## config.mk

```make
export PLATFORM = sky130hd
export DESIGN_NAME = pipeline_stall_controller
export DESIGN_NICKNAME = d
export VERILOG_FILES = /design/src/rtl/pipeline_stall_controller.sv
export SDC_FILE = /design/constraint.sdc
export NUM_CORES = 1
export LEC_CHECK = 0
export CAP_MARGIN = 15
export CELL_PAD_IN_SITES_DETAIL_PLACEMENT = 0
export CELL_PAD_IN_SITES_GLOBAL_PLACEMENT = 1
export CORE_UTILIZATION = 29
export CTS_CLUSTER_SIZE = 14
export DETAILED_ROUTE_END_ITERATION = 10
export HOLD_SLACK_MARGIN = 0.03
export PLACE_DENSITY = 0.86
export SETUP_SLACK_MARGIN = 0.02
export SKIP_CTS_REPAIR_TIMING = 1
export SLEW_MARGIN = 15
export SYNTH_ARGS = -nofsm -noshare
export SYNTH_HDL_FRONTEND = slang
export SYNTH_SLANG_ARGS = --single-unit
```

## constraint.sdc

```tcl
create_clock -name i_clk -period 2.9 [get_ports i_clk]
set_input_delay 0.725 -clock i_clk [delete_from_list [all_inputs] [get_ports i_clk]]
set_output_delay 0.725 -clock i_clk [all_outputs]
set_load 0.02 [all_outputs]
```

## src/rtl/pipeline_stall_controller.sv

```systemverilog
// Purpose : central hazard/stall sequencer for the 5-stage pipeline (PC, IF/ID, ID/EX, EX/MEM, MEM/WB controls).
// Latency : control outputs are combinational from state, counters and inputs (zero cycles); statistics update on the next edge.
// Backpr. : data-memory wait freezes everything upstream of MEM/WB; mul/div occupancy freezes PC..ID/EX and bubbles EX/MEM.
//
// Ports:
//   i_clk, i_reset          : clock, synchronous active-high reset
//   i_IFID_*                : register specifiers of the instruction in ID
//   i_IDEX_*                : load / mul-div info of the instruction in EX
//   i_BranchTaken_EX        : branch in EX resolved taken
//   i_EXMEM_MemAccess       : MEM-stage instruction touches data memory
//   i_MemReady              : data memory ready this cycle
//   o_*_Enable / o_*_Flush  : pipeline register load enables and bubble inserts
//   o_MemTimeout            : sticky flag, memory wait exceeded MEM_TIMEOUT cycles
//   o_StallCycles           : saturating count of cycles with the PC frozen
//   o_State                 : 0 = RUN, 1 = MULDIV
module pipeline_stall_controller #(
    parameter int REG_BITS      = 5,
    parameter int MULDIV_CYCLES = 4,
    parameter int MEM_TIMEOUT   = 16,
    parameter int CNT_W         = 16
) (
    input  logic                i_clk,
    input  logic                i_reset,
    input  logic [REG_BITS-1:0] i_IFID_Rs,
    input  logic [REG_BITS-1:0] i_IFID_Rt,
    input  logic                i_IFID_UsesRt,
    input  logic                i_IDEX_MemRead,
    input  logic [REG_BITS-1:0] i_IDEX_Rt,
    input  logic                i_IDEX_MulDiv,
    input  logic                i_BranchTaken_EX,
    input  logic                i_EXMEM_MemAccess,
    input  logic                i_MemReady,
    output logic                o_PC_Enable,
    output logic                o_IFID_Enable,
    output logic                o_IFID_Flush,
    output logic                o_IDEX_Enable,
    output logic                o_IDEX_Flush,
    output logic                o_EXMEM_Enable,
    output logic                o_EXMEM_Flush,
    output logic                o_MEMWB_Enable,
    output logic                o_MEMWB_Flush,
    output logic                o_MemTimeout,
    output logic [CNT_W-1:0]    o_StallCycles,
    output logic                o_State
);

    // Counter widths: the mul/div counter only ever holds MULDIV_CYCLES-1 down to 0,
    // the wait counter saturates at MEM_TIMEOUT.
    localparam int MD_W = (MULDIV_CYCLES > 1) ? $clog2(MULDIV_CYCLES) : 1;
    localparam int WT_W = $clog2(MEM_TIMEOUT + 1);

    localparam logic [MD_W-1:0]  MD_LOAD  = MD_W'(MULDIV_CYCLES - 1);
    localparam logic [MD_W-1:0]  MD_ONE   = MD_W'(1);
    localparam logic [WT_W-1:0]  WT_MAX   = WT_W'(MEM_TIMEOUT);
    localparam logic [WT_W-1:0]  WT_ONE   = WT_W'(1);
    localparam logic [CNT_W-1:0] CNT_ONE  = CNT_W'(1);
    localparam bit               MD_STALL = (MULDIV_CYCLES > 1);

    typedef enum logic {
        ST_RUN    = 1'b0,
        ST_MULDIV = 1'b1
    } state_t;

    // ------------------------------------------------------------------
    // State
    // ------------------------------------------------------------------
    state_t           r_state;
    logic [MD_W-1:0]  r_md_cnt;
    logic [WT_W-1:0]  r_wait_cnt;
    logic             r_timeout;
    logic [CNT_W-1:0] r_stall_cnt;

    state_t           w_state_nxt;
    logic [MD_W-1:0]  w_md_cnt_nxt;
    logic [WT_W-1:0]  w_wait_cnt_nxt;
    logic             w_timeout_nxt;
    logic [CNT_W-1:0] w_stall_cnt_nxt;

    // ------------------------------------------------------------------
    // Hazard conditions
    // ------------------------------------------------------------------
    logic w_memwait;
    logic w_loaduse;
    logic w_md_trigger;
    logic w_md_busy;
    logic w_md_release;
    logic w_md_stall;

    assign w_memwait = i_EXMEM_MemAccess & ~i_MemReady;

    // r0 is hard-wired zero, so a load targeting it never creates a dependency.
    assign w_loaduse = i_IDEX_MemRead && (i_IDEX_Rt != '0) &&
                       ((i_IFID_Rs == i_IDEX_Rt) ||
                        (i_IFID_UsesRt && (i_IFID_Rt == i_IDEX_Rt)));

    // Only RUN can start a mul/div; in the release cycle the same op is still
    // sitting in ID/EX, so IDEX_MulDiv must not start it again.
    assign w_md_trigger = MD_STALL && (r_state == ST_RUN) && i_IDEX_MulDiv;
    assign w_md_busy    = (r_state == ST_MULDIV) && (r_md_cnt > MD_ONE);
    assign w_md_release = (r_state == ST_MULDIV) && (r_md_cnt == MD_ONE);
    assign w_md_stall   = w_md_trigger || w_md_busy;

    // ------------------------------------------------------------------
    // Pipeline control outputs (priority: reset > memwait > mul/div > branch > loaduse)
    // ------------------------------------------------------------------
    always_comb begin
        o_PC_Enable    = 1'b1;
        o_IFID_Enable  = 1'b1;
        o_IFID_Flush   = 1'b0;
        o_IDEX_Enable  = 1'b1;
        o_IDEX_Flush   = 1'b0;
        o_EXMEM_Enable = 1'b1;
        o_EXMEM_Flush  = 1'b0;
        o_MEMWB_Enable = 1'b1;
        o_MEMWB_Flush  = 1'b0;

        if (i_reset) begin
            o_PC_Enable    = 1'b0;
            o_IFID_Enable  = 1'b0;
            o_IDEX_Enable  = 1'b0;
            o_EXMEM_Enable = 1'b0;
            o_MEMWB_Enable = 1'b0;
        end else if (w_memwait) begin
            // MEM holds its access; WB receives a bubble so the stalled
            // instruction is not written back twice.
            o_PC_Enable    = 1'b0;
            o_IFID_Enable  = 1'b0;
            o_IDEX_Enable  = 1'b0;
            o_EXMEM_Enable = 1'b0;
            o_MEMWB_Flush  = 1'b1;
        end else if (w_md_stall) begin
            // EX is occupied: hold everything behind it, bubble into MEM.
            o_PC_Enable    = 1'b0;
            o_IFID_Enable  = 1'b0;
            o_IDEX_Enable  = 1'b0;
            o_EXMEM_Flush  = 1'b1;
        end else if (i_BranchTaken_EX) begin
            // Squash the two wrong-path instructions; any load-use hazard
            // involves a squashed instruction and is therefore irrelevant.
            o_IFID_Flush   = 1'b1;
            o_IDEX_Flush   = 1'b1;
        end else if (w_loaduse) begin
            o_PC_Enable    = 1'b0;
            o_IFID_Enable  = 1'b0;
            o_IDEX_Flush   = 1'b1;
        end
    end

    // ------------------------------------------------------------------
    // Next-state logic
    // ------------------------------------------------------------------
    always_comb begin
        w_state_nxt     = r_state;
        w_md_cnt_nxt    = r_md_cnt;
        w_wait_cnt_nxt  = r_wait_cnt;
        w_timeout_nxt   = r_timeout;
        w_stall_cnt_nxt = r_stall_cnt;

        if (i_reset) begin
            w_state_nxt     = ST_RUN;
            w_md_cnt_nxt    = '0;
            w_wait_cnt_nxt  = '0;
            w_timeout_nxt   = 1'b0;
            w_stall_cnt_nxt = '0;
        end else begin
            // Mul/div sequencing is frozen while memory is waiting.
            if (!w_memwait) begin
                if (w_md_trigger) begin
                    w_state_nxt  = ST_MULDIV;
                    w_md_cnt_nxt = MD_LOAD;
                end else if (w_md_busy) begin
                    w_md_cnt_nxt = r_md_cnt - MD_ONE;
                end else if (w_md_release) begin
                    w_state_nxt  = ST_RUN;
                    w_md_cnt_nxt = '0;
                end
            end

            // Consecutive memwait cycles, saturating at the timeout threshold.
            if (w_memwait) begin
                if (r_wait_cnt != WT_MAX) begin
                    w_wait_cnt_nxt = r_wait_cnt + WT_ONE;
                end
            end else begin
                w_wait_cnt_nxt = '0;
            end

            if (w_wait_cnt_nxt == WT_MAX) begin
                w_timeout_nxt = 1'b1;
            end

            if (!o_PC_Enable && (r_stall_cnt != '1)) begin
                w_stall_cnt_nxt = r_stall_cnt + CNT_ONE;
            end
        end
    end

    // ------------------------------------------------------------------
    // Registers (reset handled in the next-state logic, sampled here)
    // ------------------------------------------------------------------
    always_ff @(posedge i_clk) begin
        if (i_reset) begin
            r_state     <= ST_RUN;
            r_md_cnt    <= '0;
            r_wait_cnt  <= '0;
            r_timeout   <= 1'b0;
            r_stall_cnt <= '0;
        end else begin
            r_state     <= w_state_nxt;
            r_md_cnt    <= w_md_cnt_nxt;
            r_wait_cnt  <= w_wait_cnt_nxt;
            r_timeout   <= w_timeout_nxt;
            r_stall_cnt <= w_stall_cnt_nxt;
        end
    end

    assign o_MemTimeout  = r_timeout;
    assign o_StallCycles = r_stall_cnt;
    assign o_State       = (r_state == ST_MULDIV);

endmodule

```

Yosys cells after proc, flatten, opt, wreduce, memory -nomap -nowiden --
Cells that the tools add are included.
Word-level totals: bits in registers 25, logic and storage cells 69
Operators by class: $add $sub $neg 3, $lt $le $gt $ge 1, equal/unequal tests 7, mux-type cells 34, bitwise logic cells 4, reductions and logical operators 15
Operator list (count):
- 1-bit 2-to-1 mux | 28
- 16-bit by 1-bit adder with 16-bit output (second input constant) | 1
- 16-bit inequality test (second input constant) | 1
- 5-bit 2-to-1 mux | 3
- 5-bit equality test | 2
- 1-bit logical AND | 7
- 2-bit 2-to-1 mux | 3
- 5-bit by 1-bit adder with 5-bit output (second input constant) | 1
- 5-bit equality test (second input constant) | 1
- 5-bit inequality test (second input constant) | 1
- 5-bit nonzero test | 1
- 1-bit NOT | 3
- 3-bit AND reduction | 1
- 3-bit nonzero test | 1
- 2-bit by 1-bit equality test with 1-bit output (second input constant) | 1
- 2-bit by 1-bit greater-than comparator with 1-bit output (second input constant) | 1
- 1-bit logical OR | 2
- 2-bit inequality test (second input constant) | 1
- 2-bit AND reduction | 1
- 2-bit nonzero test | 1
- 2-bit by 1-bit subtractor with 2-bit output (second input constant) | 1
- 1-bit bitwise AND | 1
- 1-bit logical NOT | 1

Logic depth before layout (Yosys ltp) --
depth after elaboration 11, mapped depth 10, gate-level depth less buffers 8

Worst setup path before layout --
No wires, ideal clock.
path kind input -> output, start point input port i_IDEX_MulDiv, end point output port o_PC_Enable, arrival time 2.420 ns, required time 2.175 ns, slack -0.245 ns, stages on the path 8, cell sequence inv_1 o22ai_1 nor3_1 o31ai_2 inv_2 buf_6 buf_2 buf_4
Between the ends: word-level cells in the longest chain between the ends 5
RTL lines:
- start, declared | RTL line 29 | input logic i_IDEX_MulDiv,
- 1-bit logical AND | RTL line 98 | assign w_md_trigger = MD_STALL && (r_state == ST_RUN) && i_IDEX_MulDiv;
- 1-bit logical OR | RTL line 101 | assign w_md_stall = w_md_trigger || w_md_busy;
- 1-bit 2-to-1 mux (3 in series)
- end, declared | RTL line 33 | output logic o_PC_Enable,
No other way between the ends.

Worst setup path in the final report --
start point input port i_reset, end point output port o_MEMWB_Flush
Between the ends: word-level cells in the longest chain between the ends 1
RTL lines:
- start, declared | RTL line 23 | input logic i_reset,
- 1-bit 2-to-1 mux | RTL line 117 | if (i_reset) begin
- end, declared | RTL line 41 | output logic o_MEMWB_Flush,
No other way between the ends.

==> results.py <==
metrics = {
    "status": {
        "status": "complete, no violations",
    },
    "timing": {
        "rsz0062_at_grt": "true",
        "hold_viol": 0,
        "slew_headroom_pct": 53.1,
        "fin_crit_sh_pct": 97.3,
        "period_needed_ns": 2.82,
        "tightest_slew_ns": 0.703,
        "finalMaxSlewViolations": 0,
        "clock_skew_ns": 0.00831,
        "clock.fmax_ghz": 0.355,
        "setup_viol": 0,
    },
    "die": {
        "initial_core_util_pct": 30.7,
        "die_y_um": 73.4,
        "die_area_um2": 5390,
        "fp.dieW_um": 73.4,
        "rows": 25,
        "coreArea_um2": 4820,
        "io_pins": 50,
    },
    "critical_path": {
        "startpoint_type": "input port",
        "cp-end-kind": "output pin",
        "worst_path_most_repeated_cell": "clkdlybuf4s50_1",
        "crit_type": "input port to output pin",
        "slowest_stage": "clkdlybuf4s50_1",
        "startpoint": "i_reset",
        "arrival_ns": 2.10,
        "r2r_end": "o_StallCycles[9]$_SDFFE_PP0P_",
        "path_cells": "clkdlybuf4s50_1 -> buf_4 -> nor2_1 -> clkdlybuf4s50_1",
        "timing.rr.start": "o_StallCycles[9]$_SDFFE_PP0P_",
        "cp_max_fo": 11,
        "max_stage_delay_ns": 0.61,
        "crit_end": "o_MEMWB_Flush",
        "crit_required_ns": 2.17,
        "regToRegSetupSlack_ns": 0.54,
        "reg2reg_depth": 6,
    },
    "routing": {
        "wl_per_cell_um": 11.9,
        "ant_nets": 0,
        "drt_iter0_drc": 57,
        "highest_layer": "met4",
        "remaining_drc_errors": 0,
        "wl_met2_um": 1700,
        "firstDrtPassIters": 4,
        "met3_length_um": 245,
        "vias": 1497,
        "drt-vias-per-instance": 4.94,
        "wl_met1_um": 1620,
        "route.final.wire_length_um": 3610,
    },
    "job": {
        "maxCapViolations": 0,
    },
    "cts": {
        "htreeDepth": 1,
        "worstSkewPairLatency_ns": 0.27,
        "clk_path_buf_depth": 2,
        "cts_tree": "built",
        "clk_pin_slew_ns": 0.08,
        "clock-sinks": 25,
        "numCtsBuffers": 3,
        "cts-root-buf": "clkbuf_8",
    },
    "placed_design": {
        "place_area_um2": 2110,
        "place_congestion": 0.749,
        "place_inst": 299,
        "io_buffer_count": 49,
        "dpl.hpwl_um": 2710,
    },
    "synthesis": {
        "yosysUniqueCellTypes": 43,
        "synth-seq-cells": 25,
        "syn_area_per_cell_um2": 8.27,
        "synth-edff-count": 0,
        "syn_inst": 179,
        "ys.flop_type": "dfxtp_1",
        "synth_nets": 206,
        "ys_warn_count": 0,
        "async_reset_ff_share_pct": 0,
        "synth_seq_area_share_pct": 33.8,
        "netlist_area_um2": 1480,
    },
    "grt": {
        "grt_usage_pct": 13.8,
        "grt_pass1_wl_um": 5970,
        "first_global_vias": 1410,
        "grt_max_degree": 24,
        "grt.overflow.total": 0,
        "antenna_found_initial": 0,
    },
    "power": {
        "ir_drop_mv": 0.171,
        "powerDensity_nw_per_um2": 337,
        "p_leak_nw": 0.947,
    },
    "cells_and_area": {
        "layout_common_cells": "clkdlybuf4s50_1 (32), dfxtp_1 (25), nor2_1 (17)",
        "drive_gt1_share_pct": 13.6,
        "final_common_cell": "clkdlybuf4s50_1",
        "area_growth_pct": 48.4,
        "final_nets": 264,
        "antennaDiodeCount": 0,
        "finalInstanceArea_um2": 2200,
        "instances_no_fill": 303,
        "final_util_pct": 45.6,
    },
    "min_path": {
        "hold_depth": 2,
        "hp-class": "flip-flop to flip-flop",
    },
}
## cell usage after synthesis (2+ instances only)
cell type	n	area (um2)
nor2_1	17	63.8
nor2b_1	7	43.8
dfxtp_1	25	500
a21oi_1	13	65.1
ha_1	4	50.1
mux2_2	6	67.6
buf_2	2	10.0
and4_1	2	17.5
and2_1	4	25.0
and3_1	4	25.0
nor4_1	6	37.5
o41ai_1	3	26.3
o21ai_0	4	20.0
or4_1	7	52.6
inv_1	6	22.5
o21a_1	2	15.0
o31ai_1	4	30.0
nand4_1	2	12.5
xor2_1	10	87.6
nand2_1	11	41.3
xnor2_1	3	26.3
nor3_1	4	20.0
clkbuf_1	4	15.0
nand3_1	10	50.1
## critical path: cells and delay by family
family | cells | cell delay [ns]
buf+inv | 3 | 1.24
simple gates | 1 | 0.13
## power by group
| group | internal, mW | switching, mW |
|---|---|---|
| Sequential | 0.352 | 0.0145 |
| Clock | 0.0983 | 0.110 |
| Combinational | 0.0855 | 0.0790 |
## flip-flops by register name, indices dropped and copies added, names as in the netlist
signal,count
o_StallCycles,16
r_wait_cnt,5
r_md_cnt,2
o_MemTimeout,1
o_State,1
## logic make-up (layout without fill, tap and decap cells)
logic type | Yosys count | in the layout | synth area share [%]
muxes | 7 | 7 | 5.24
DFF | 25 | 25 | 33.8
buffers and inverters | 16 | 73 | 4.99
adders and majority gates | 4 | 4 | 3.38
and+or+nand+nor | 81 | 81 | 30.1
AOI/OAI and AO/OA | 33 | 33 | 14.8
xor gates and xnor gates | 13 | 13 | 7.69
## metrics by stage
step           hold WS (ns)  setup TNS, ns  worst slack [ns]  power (mW)
2_1_floorplan         0.504              0            0.0428       0.457
3_3_place_gp          0.461          -6.04            -0.645       0.540
3_5_place_dp          0.473          -6.82            -0.660       0.542
4_1_cts               0.494          -3.15            -0.660       0.748
5_1_grt               0.527       -0.00943          -0.00943       0.779
6_report              0.486              0            0.0793       0.740
## cell type report
cell class	instances	area (um2)
clock buffers	4	45.0
fillers	505	2620
inverters	7	26.3
multi-input cells	138	926
flip-flops and latches	25	500
well taps	67	83.8
repair buffers	62	614
## metal layers
layer,vias to the layer above,track usage (%)
li1,761,-
met1,695,16.6
met2,37,24.1
met3,4,3.84
met4,0,3.85
met5,-,0
## worst min-delay path by stage
| stage | start | to | slack [ns] |
|---|---|---|---|
| floorplan | r_md_cnt[0]$_SDFFE_PP0P_ | r_md_cnt[0]$_SDFFE_PP0P_ | 0.50 |
| global placement | o_MemTimeout$_SDFFE_PP0N_ | o_MemTimeout$_SDFFE_PP0N_ | 0.46 |
| detailed placement | o_MemTimeout$_SDFFE_PP0N_ | o_MemTimeout$_SDFFE_PP0N_ | 0.47 |
| CTS | o_MemTimeout$_SDFFE_PP0N_ | o_MemTimeout$_SDFFE_PP0N_ | 0.49 |
| global route | o_MemTimeout$_SDFFE_PP0N_ | o_MemTimeout$_SDFFE_PP0N_ | 0.53 |
| finish | o_MemTimeout$_SDFFE_PP0N_ | o_MemTimeout$_SDFFE_PP0N_ | 0.49 |
Power figures use the tool's default switching activity.
